<file path="src/rtl/counter_loadable.sv">
// counter_loadable: presettable up-counter with load, enable gate and a registered wrap pulse
module counter_loadable #(
    parameter int WIDTH       = 8,
    parameter int RESET_VALUE = 0
) (
    input  logic             clock,
    input  logic             reset,
    input  logic             enable,
    input  logic             count,
    input  logic             load,
    input  logic [WIDTH-1:0] load_value,
    output logic [WIDTH-1:0] counter_value,
    output logic             wrap
);
    localparam logic [WIDTH-1:0] RST_VAL = WIDTH'(RESET_VALUE);

    logic [WIDTH:0]   sum;
    logic [WIDTH-1:0] next_value;
    logic             next_wrap;

    // The extra MSB of sum is the carry out, which only feeds wrap.
    always_comb begin
        sum        = {1'b0, counter_value} + (WIDTH + 1)'(1);
        next_value = !enable ? counter_value :
                     load    ? load_value    :
                     count   ? sum[WIDTH-1:0] : counter_value;
        next_wrap  = enable && !load && count && sum[WIDTH];
    end

    always_ff @(posedge clock or negedge reset) begin
        if (!reset) begin
            counter_value <= RST_VAL;
            wrap          <= 1'b0;
        end else begin
            counter_value <= next_value;
            wrap          <= next_wrap;
        end
    end

    a_hold: assert property (@(posedge clock) disable iff (!reset)
        $past(reset) && !$past(enable) |-> counter_value == $past(counter_value) && !wrap);

    a_load: assert property (@(posedge clock) disable iff (!reset)
        $past(reset) && $past(enable && load) |-> counter_value == $past(load_value) && !wrap);

    a_inc: assert property (@(posedge clock) disable iff (!reset)
        $past(reset) && $past(enable && !load && count) |->
            counter_value == WIDTH'($past(counter_value) + 1'b1) &&
            wrap == ($past(counter_value) == '1));

    a_wrap_pulse: assert property (@(posedge clock) disable iff (!reset)
        wrap |=> (WIDTH == 1 || !wrap));
endmodule

</file>
<file path="config.mk">
export PLATFORM = sky130hd
export DESIGN_NAME = counter_loadable
export DESIGN_NICKNAME = d
export VERILOG_FILES = /design/src/rtl/counter_loadable.sv
export SDC_FILE = /design/constraint.sdc
export NUM_CORES = 1
export LEC_CHECK = 0
export CAP_MARGIN = 20
export CORE_MARGIN = 2
export CORE_UTILIZATION = 36
export DETAILED_ROUTE_END_ITERATION = 6
export HOLD_SLACK_MARGIN = 0.05
export PLACE_DENSITY = 0.79
export SYNTH_ARGS = -nofsm -noshare
export SYNTH_HDL_FRONTEND = slang
export SYNTH_SLANG_ARGS = --single-unit
</file>
<file path="constraint.sdc">
create_clock -name clock -period 1.2 [get_ports clock]
set_input_delay 0.12 -clock clock [delete_from_list [all_inputs] [get_ports clock]]
set_output_delay 0.12 -clock clock [all_outputs]
set_load 0.05 [all_outputs]
</file>
Word-level counts from Yosys, hierarchy flattened
Index checks and enable logic that the tools add are counted.
W data, S select, Z words.

word-level totals
  bits in registers = 9
  bits of input ports = 13
  output and inout port bits = 9
  word-level logic and storage cells = 11

cells by class
  add/sub/neg operators = 1
  mux-type cells = 2
  reductions and logical operators = 6

operators by type and width
  operator               count
  $mux W8                2
  $add A8 B1 Y9 const B  1
  $logic_and A1 B1 Y1    3
  $reduce_and A2 Y1      1
  $reduce_bool A2 Y1     1
  $logic_not A1 Y1       1

Logic depth before layout (Yosys ltp)
  word-level depth = 4
  gate-level depth with buffers = 5
  gate-level depth less buffers = 5

Worst setup path after synthesis
No wires, ideal clock.

  kind = reg2reg
  start = register counter_value[4]
  end = register counter_value[7]
  library setup time = 127 ps
  arrival time = 1506 ps
  required time = 1073 ps
  path slack = -433 ps
  stages on the path, launching flop included = 5
  buffers on the path = 0
  period minus slack after synthesis = 1633 ps
  path through = dfrtp_1 > nand3_2 > or4_4 > nor2_1 > nor3_1

between the ends
  cells in the longest elaborated chain, start to end = 3

RTL lines
  element                   line  RTL
  start: declaration        12    output logic [WIDTH-1:0] counter_value,
  start signal: assignment  35    counter_value <= next_value;
  $add A8 B1 Y9             23    sum = {1'b0, counter_value} + (WIDTH + 1)'(1);
  $mux W8                   26    count ? sum[WIDTH-1:0] : counter_value;
  $mux W8                   25    load ? load_value :

Every way passes these cells. The select of a mux whose other input is x is not followed.
A chain may end at the register's enable or synchronous reset.

Worst setup path in the final report
  start = register counter_value[5]
  end = register counter_value[7]

The elaborated chain is that of the path after synthesis.

==> results <==
## layout make-up
type / count / area (µm²)
repair buffers: 41 / 454
inverters: 3 / 11.3
flip-flops and latches: 9 / 235
well taps: 15 / 18.8
clock buffers: 4 / 26.3
multi-input cells: 49 / 307
fillers: 79 / 298
## layer usage
metal  vias up  wire [µm]
li1        330          -
met3         5        101
met1       329        723
met5         -          0
met4         0         38
met2        29        935
## sequential cells by signal, summed over array words and instances (netlist names)
name,flops
counter_value,8
wrap,1
## cell families after synthesis
family,after synthesis
buffers and inverters,6
muxes,2
adders and majority gates,1
and+or+nand+nor,25
DFF,9
AOI/OAI and AO/OA,21
## power by group through the flow
stage	sequential [µW]	clock, µW	combinational [µW]
floorplan	610	0	149
global placement	414	0	752
detailed placement	416	0	766
CTS	410	246	771
global route	418	267	829
finish	413	252	791
## repair_timing
action / 4_1_cts / 5_1_grt
buffers inserted: 0 / 4
gates resized for setup: 1 / 2
setup endpoints to repair: 1 / 7
pin swaps: 0 / 2
## worst register-to-register path, stage by stage, from the launching register on
cell	delay (ns)
dfrtp_2	0.37
nand3_2	0.09
or4_4	0.49
nor2_2	0.10
nor3_1	0.05
## through the flow
step	hold WS (ns)	std cells	setup WS, ns
6_report	0.153	121	-0.0232
5_1_grt	0.190	121	-0.0504
3_3_place_gp	0.450	113	-0.183
3_5_place_dp	0.452	113	-0.274
4_1_cts	0.173	117	-0.0170
2_1_floorplan	-0.176	64	-0.224
## cells in the mapped netlist
master	number	area share [%]
a21oi_1	7	6.5
o21a_1	1	1.4
o22ai_1	7	8.2
dfrtp_1	9	42
or4_4	1	2.1
nand4_1	3	3.5
o32ai_1	1	1.6
nor2_1	7	4.9
o21ai_0	3	2.8
a21o_1	1	1.4
nand3_1	3	2.8
inv_1	3	2.1
nand2_1	7	4.9
nor4_1	1	1.2
o221ai_1	1	1.6
clkbuf_1	2	1.4
and4_1	1	1.6
mux2i_1	2	3.7
nand3_2	1	1.9
nor3_1	1	0.93
ha_1	1	2.3
clkbuf_2	1	0.93
## how the worst max path moves through the flow
stage | slack (ns) | cells past startpoint | to
4_1_cts | -0.02 | 4 | counter_value[7]
6_report | -0.02 | 4 | counter_value[7]
2_1_floorplan | -0.22 | 4 | counter_value[7]
3_3_place_gp | -0.18 | 5 | counter_value[7]
5_1_grt | -0.05 | 4 | counter_value[7]
3_5_place_dp | -0.27 | 6 | counter_value[7]
==> impl_metrics.yaml <==
pwr:
  p_comb_share_pct: 54.4
  power_frac_seq_pct: 28.4
  ir_drop_mv: 0.932
  p_int_uw: 888
  powerDensity_nw_per_um2: 1380
  swShare_pct: 39.0
  p_leak_uw: 0.000448
  clkPwrFrac_pct: 17.3
  switchingPower_uw: 568
  power_uw: 1460
final_layout:
  insertedDiodeCount: 0
  postLayoutCellArea_um2: 1050
  finish.utilization_pct: 77.9
  nNetsFinal: 121
  syn_to_final_growth_pct: 96.5
  final_cell_mix: "buf_4 (19), clkdlybuf4s50_1 (12), buf_12 (9)"
  drive_gt1_share_pct: 42.5
  layout_commonest_cell: "buf_4"
detailed_routing:
  post_drt_wl_per_cell_um: 14.9
  firstDrtPassIters: 4
  drc: 0
  vias: 693
  wl_mm: 1.80
  antenna_left: 0
  drtIter0Drc: 27
  vias_per_cell: 5.73
logic_synthesis:
  synth-xor-area-share_pct: 0
  syn_area_um2: 536
  synth_mux_area_share_pct: 3.74
  ys_seq_area_share_pct: 42.1
  synth_nets: 78
  synth-seq-cells: 9
  yosysWarnings: 0
  synthAdderAreaFrac_pct: 2.34
  syn_area_per_cell_um2: 8.37
  synthCells: 64
  synth_compound_area_share_pct: 23.6
  yosys.area_share.simple_pct: 23.8
  synth_top_family_by_area: "simple AND/OR/NAND/NOR gates"
  yosysUniqueCellTypes: 22
timing:
  maxSlewViolCount: 0
  fin_skew_ns: 0.00420
  hold_violations: 0
  max_slew_margin_pct: 70.6
  setup_slack_ns: -0.0232
  setup_tns_ns: -0.0232
  fin_crit_ns: 1.22
  fmax_mhz: 818
  tightest_slew_ns: 0.440
  finalSetupViolCount: 1
  fin_crit_sh_pct: 102
  rsz0062_at_grt: "yes"
setup_path:
  critPathLaunchType: "flip-flop"
  arrival_ns: 1.37
  worstReg2RegEnd: "counter_value[7]"
  cp-end-kind: "flip-flop"
  ff2ff_setup_slack_ns: -0.02
  cpLargestDelayFamily: "simple AND/OR/NAND/NOR gates"
  worstPathRequired_ns: 1.35
  critPathSlowestCell: "or4_4"
  crit_path_start: "counter_value[5]"
  critPathMaxFanout: 2
  worst-setup-path-type: "reg -> reg"
  path_buf_inv: 0
  max_stage_delay_ns: 0.49
  ff2ff_path_depth: 4
  r2r-start: "counter_value[5]"
  crit_chain: "nand3_2, or4_4, nor2_2, nor3_1"
run_status:
  status: "complete, but fails checks"
  violations: "setup timing"
clock_network:
  htreeDepth: 1
  cts.hold.buffers_added: 0
  root_buffer: "clkbuf_4"
  numCtsBuffers: 3
  clk_pin_slew_worst_paths_ns: 0.07
  cts_max_path_buffers: 2
  cts_tree: "done"
  cts_num_sinks: 9
  clk_latency_ns: 0.27
global_routing:
  grt_use_met3_pct: 2.59
  grtUsageMet2_pct: 35.1
  overflow: 0
  antenna_found_initial: 0
  track_usage_pct: 19.5
  grt_pass1_vias: 639
  grt_pass1_wl_mm: 2.64
  grt-busiest-layer: "met2"
  use_met1_pct: 22.2
  grt_max_degree: 15
die:
  start_util_pct: 39.7
  die_h_um: 42.6
  fp.coreArea_um2: 1350
  io_pins: 22
  dieArea_um2: 1810
  rows: 13
  die_x_um: 42.6
worst_hold_path:
  hp-class: "in -> async"
job:
  maxCapViolCount: 0
placed_design:
  post_dp_cell_area_um2: 985
  gp_congestion: 0.852
  port_buffers: 21
  hpwl_mm: 1.29
(Power assumes the default switching activity.)
==> variant 1: new RTL, same flow settings <==
Reset style: synchronous (`reset`), changed in one clocked block.
--- a/src/rtl/counter_loadable.sv
+++ b/src/rtl/counter_loadable.sv
@@ -28,5 +28,5 @@
     end
 
-    always_ff @(posedge clock or negedge reset) begin
+    always_ff @(posedge clock) begin
         if (!reset) begin
             counter_value <= RST_VAL;
Formal check against the unedited RTL: differs if reset is asserted again (counterexample within 4 cycles, from zero or initial values and one cycle with reset low); with reset held inactive, the same outputs for 10 cycles.
==> variant 1 against the original RTL <==
- the flow still finishes with violations (negative setup slack)
- routed wire length grew 2.6%
- setup slack gained 0.019 ns
- synthesized area shrank 0.23%
- sequential cell count is the same
- design area grew 3.8%
- fmax grew 1.6%
Power is not compared: it rests on default switching activity, and its combinational part moved more than twofold at a synthesized area within 25%.
==> variant 1: results (changes against the original RTL) <==
STA
  – Crit path setup slack, layout: -0.003911 ns (+0.01928 ns)
  – Layout Skew: 0.001469 ns (-0.002731 ns)
  – Sum of negative setup slack: -0.003911 ns (+0.01928 ns)
  – Final setup violating endpoints: 1 (unchanged)
  – Remaining max-slew budget at the tightest pin: 76.38% (+5.8 points)

Yosys
  – Most instantiated cells after synthesis: sky130_fd_sc_hd__dfxtp_1 (9), sky130_fd_sc_hd__nor2_1 (7), sky130_fd_sc_hd__nand2_1 (6)
  – Top flip-flop cell by instance count after synthesis: sky130_fd_sc_hd__dfxtp_1
  – Mapped Nets: 79 (+1.3%)
  – Sequential-to-total area share from yosys stat: 33.72% (-8.3 points)
  – Top cells by area, synth: sky130_fd_sc_hd__dfxtp_1 (34%), sky130_fd_sc_hd__nor2_1 (4.9%), sky130_fd_sc_hd__o21ai_0 (4.7%)
  – Syn Inst Count: 65 (+1.6%)
  – Async set-reset flop share out of synthesis: 0% (-100 points)
  – YS warnings: 0 (unchanged)
  – Count of cell types in the netlist: 29 (+32%)

Worst setup path
  – Arrival @ worst endpoint: 1.41 ns (+0.04 ns)
  – Endpoint type of the worst setup path: flop
  – Worst stage delay on the critical path: 0.38 ns (-0.11 ns)
  – Largest fanout of any net on the critical path: 4 (+2)
  – Cell class contributing the biggest share of worst-path delay: flip-flops
  – Master of the slowest instance on the critical path: sky130_fd_sc_hd__dfxtp_4

Run status
  – Failing checks: negative setup slack
  – Run status: finished, violations left

Hold path
  – Type of the worst min-delay path: input port to flop

Global routing
  – Via count of the first global-routing pass: 645 (+0.94%)
  – Global routing usage summed across all routing layers: 21.11% (+1.6 points)
  – Antenna violations before repair: 0 (unchanged)
  – Global-route wire length before repair: 2691 um (+1.9%)
  – Largest net degree at the start of global routing: 11 (-4)

Place
  – PortBufs: 21 (unchanged)
  – Routability cong.: 0.8381 (-1.6%)
  – Worst setup timing slack at the placement stage: -0.2930 ns (-0.01918 ns)
  – Placement-stage cell area: 1012 um^2 (+2.8%)
  – Half-perimeter wire length of the detailed placement result: 1264 um (-2.4%)

Routing
  – Number of detailed-routing iterations run before antenna repair: 4 (unchanged)
  – Detailed-route via count: 679 (-2.0%)
  – Drt initial violations: 20 (-26%)
  – Routed wire length: 1845 um (+2.6%)
  – Average routed wire per standard cell: 15.12 um (+1.7%)

CTS
  – Count of H-tree levels built during CTS: 1 (unchanged)
  – Clock transition at the register clock pins on the worst setup and hold paths after CTS: 0.06 ns
  – Clock Tree Buf Depth: 2 (unchanged)
  – Skew-Pair Late Insertion Delay: 0.28 ns
  – TritonCTS Buffers: 3 (unchanged)
  – Clock root buffer: sky130_fd_sc_hd__clkbuf_4

Finish
  – Fillcell total: 91 (+15%)
  – Number of inserted diodes: 0 (unchanged)
  – Share of final-layout standard cells stronger than drive strength 1: 43.93% (+1.5 points)
  – Biggest registers after layout: counter_value (8), wrap (1)
  – Layout net count: 122 (+0.83%)

Pwr
  – Maximum vdd ir drop: 0.5724 mV
  – Power per cell area: 837.0 nW/um^2
  – Leakage dissipation: 0.4166 nW
## variant 1: final cells by class
cell class	count	area share, %
Multi-Input combinational cell	51	35.51
Sequential cell	9	18.90
Inverter	3	1.031
Timing Repair Buffer	40	40.44
Tap cell	15	1.718
Clock buffer	4	2.405
## variant 1: worst reg2reg max path: cells and delay by family (launching register included)
kind	cells	cell delay, ns
flops	1	0.38
fa+ha+maj	1	0.15
buf+inv	1	0.11
compound gates	2	0.27
simple gates	1	0.22
## variant 1: path summary, 6_finish.rpt
kind | start | to | slack (ns) | depth (start not counted)
max | counter_value[0] | counter_value[2] | -0.004 | 5
min | load_value[0] | counter_value[0] | 0.46 | 3
max reg2reg | counter_value[0] | counter_value[2] | -0.004 | 5
min reg2reg | counter_value[3] | counter_value[3] | 0.54 | 2
## variant 1: power breakdown
part / internal [mW] / switching (mW)
registers: 0.311 / 0.0235
logic: 0.173 / 0.153
clock network: 0.129 / 0.125
total: 0.613 / 0.301
## variant 1: cells by family (layout without fill, tap and decap cells)
group	after synthesis	after routing	synth area share, %
muxes	2	2	3.747
AOI/OAI and AO/OA	22	22	30.68
adders and majority gates	1	1	2.342
DFF	9	9	33.72
buffers and inverters	5	47	3.981
and+or+nand+nor	26	26	25.53
## variant 1: what timing repair did
item	in CTS	in global routing
endpoints found under the setup margin	4	5
buffers inserted	1	1
pin swaps	2	6
hold buffers	0	0
gates resized for setup	3	5
gates cloned	0	0
## variant 1: per-layer routing
metal | up-vias | global-route usage (%) | wire length, um
met5 | - | 0 | 0
met4 | 0 | 18.75 | 70
met3 | 7 | 9.052 | 72
met1 | 314 | 21.82 | 751
li1 | 338 | - | -
met2 | 20 | 32.00 | 951
==> variant 2: new RTL, config.mk and constraints unchanged <==
Made on the original files. `WIDTH`: 8 -> 12.
--- a/src/rtl/counter_loadable.sv
+++ b/src/rtl/counter_loadable.sv
@@ -1,5 +1,5 @@
 // counter_loadable: presettable up-counter with load, enable gate and a registered wrap pulse
 module counter_loadable #(
-    parameter int WIDTH       = 8,
+    parameter int WIDTH       = 12,
     parameter int RESET_VALUE = 0
 ) (
Interface: changed (resized counter_value and load_value); port bits go from 22 to 30. No check against the original RTL was run, so the function may have changed too.
==> variant 2 against the original RTL <==
- die area grew 44%
- sequential cell count increased by 4
- design area is 52% higher
- routed wire length is 46% higher
- synthesized cell count increased by 47%
- the run still ends with negative setup slack left
- synthesized area grew 49%
- non-clock buffer count increased by 23
- first-iteration DRC count fell by 30%
- power increased by 36%
- hold slack better by 0.0061 ns
- clock skew decreased by 0.0023 ns
- fmax down 14%
- setup slack got worse by 0.20 ns
==> variant 2: results (changes against the original RTL) <==
Finish
  – Flip-flop count of the largest register after layout: 12 (+4)
  – Biggest registers after layout: counter_value (12), wrap (1)
  – Share of final-layout standard cells stronger than drive strength 1: 44.94% (+2.5 points)
  – Layout net count: 177 (+46%)

STA
  – Sum of negative setup slack: -0.9657 ns (-0.9425 ns)
  – Crit path setup slack, layout: -0.2238 ns (-0.2006 ns)
  – Final setup violating endpoints: 8 (+7)
  – Layout Skew: 0.001870 ns (-0.002330 ns)

Yosys
  – Mapped Nets: 112 (+44%)
  – Sequential-to-total area share from yosys stat: 40.82% (-1.2 points)
  – Share of the synthesized area in compound gates (AO/OA/AOI/OAI): 25.59% (+2.0 points)
  – Post-synthesis adder-cell area fraction: 1.570% (-0.77 points)
  – Most instantiated cells after synthesis: sky130_fd_sc_hd__dfrtp_1 (13), sky130_fd_sc_hd__o21ai_0 (13), sky130_fd_sc_hd__nand2_1 (10)
  – Synth Area per Inst: 8.479 um^2 (+1.3%)

Pwr
  – Power per cell area: 1240 nW/um^2 (-10%)
  – Seq power: 590 uW (+43%)
  – Power in the clock group: 270 uW (+7%)
  – Maximum vdd ir drop: 1.042 mV (+12%)
  – Leakage dissipation: 0.6991 nW (+56%)

Global routing
  – Global routing usage summed across all routing layers: 22.68% (+3.2 points)
  – Global-route wire length before repair: 4457 um (+69%)

Place
  – Placement-stage cell area: 1526 um^2 (+55%)
  – Routability cong.: 0.9343 (+9.7%)
  – PortBufs: 29 (+38%)

Run status
  – Failing checks: negative setup slack
  – Run status: finished, violations left

Worst setup path
  – Arrival @ worst endpoint: 1.64 ns (+0.27 ns)
  – Crit path launch: counter_value[0]
  – Logic depth of the worst register-to-register path: 5 (+1)

Routing
  – Via/cell ratio: 5.468 (-4.5%)
  – Drt initial violations: 19 (-30%)
  – Detailed-route via count: 1017 (+47%)
variant 2: cells by family (layout without fill, tap and decap cells):
kind of cell    count (synthesis)  after routing
buf+inv                         6             70
fa+ha+maj                       1              1
compound gates                 33             33
flops                          13             13
simple gates                   39             39
mux                             2              2
variant 2: cell type report:
| class | instances | area share [%] |
|---|---|---|
| Multi-Input combinational cell | 75 | 31.25 |
| Tap cell | 28 | 2.187 |
| Inverter | 2 | 0.4687 |
| Clock buffer | 4 | 1.641 |
| Timing Repair Buffer | 64 | 43.44 |
| Sequential cell | 13 | 21.02 |
variant 2: what timing repair did:
| item | CTS | global route |
|---|---|---|
| buffers inserted | 2 | 1 |
| setup endpoints to repair | 11 | 14 |
| gates cloned | 0 | 0 |
| resized for setup | 5 | 8 |
| pin swaps | 1 | 2 |
variant 2: metal layers:
metal  track usage, %  part of all wire, %  vias to the layer above
li1                 -                    -                      485
met5                0                    0                        -
met4            8.108                  1.3                        0
met2            40.91                   52                       39
met3            2.924                  5.0                        4
met1            27.36                   41                      489
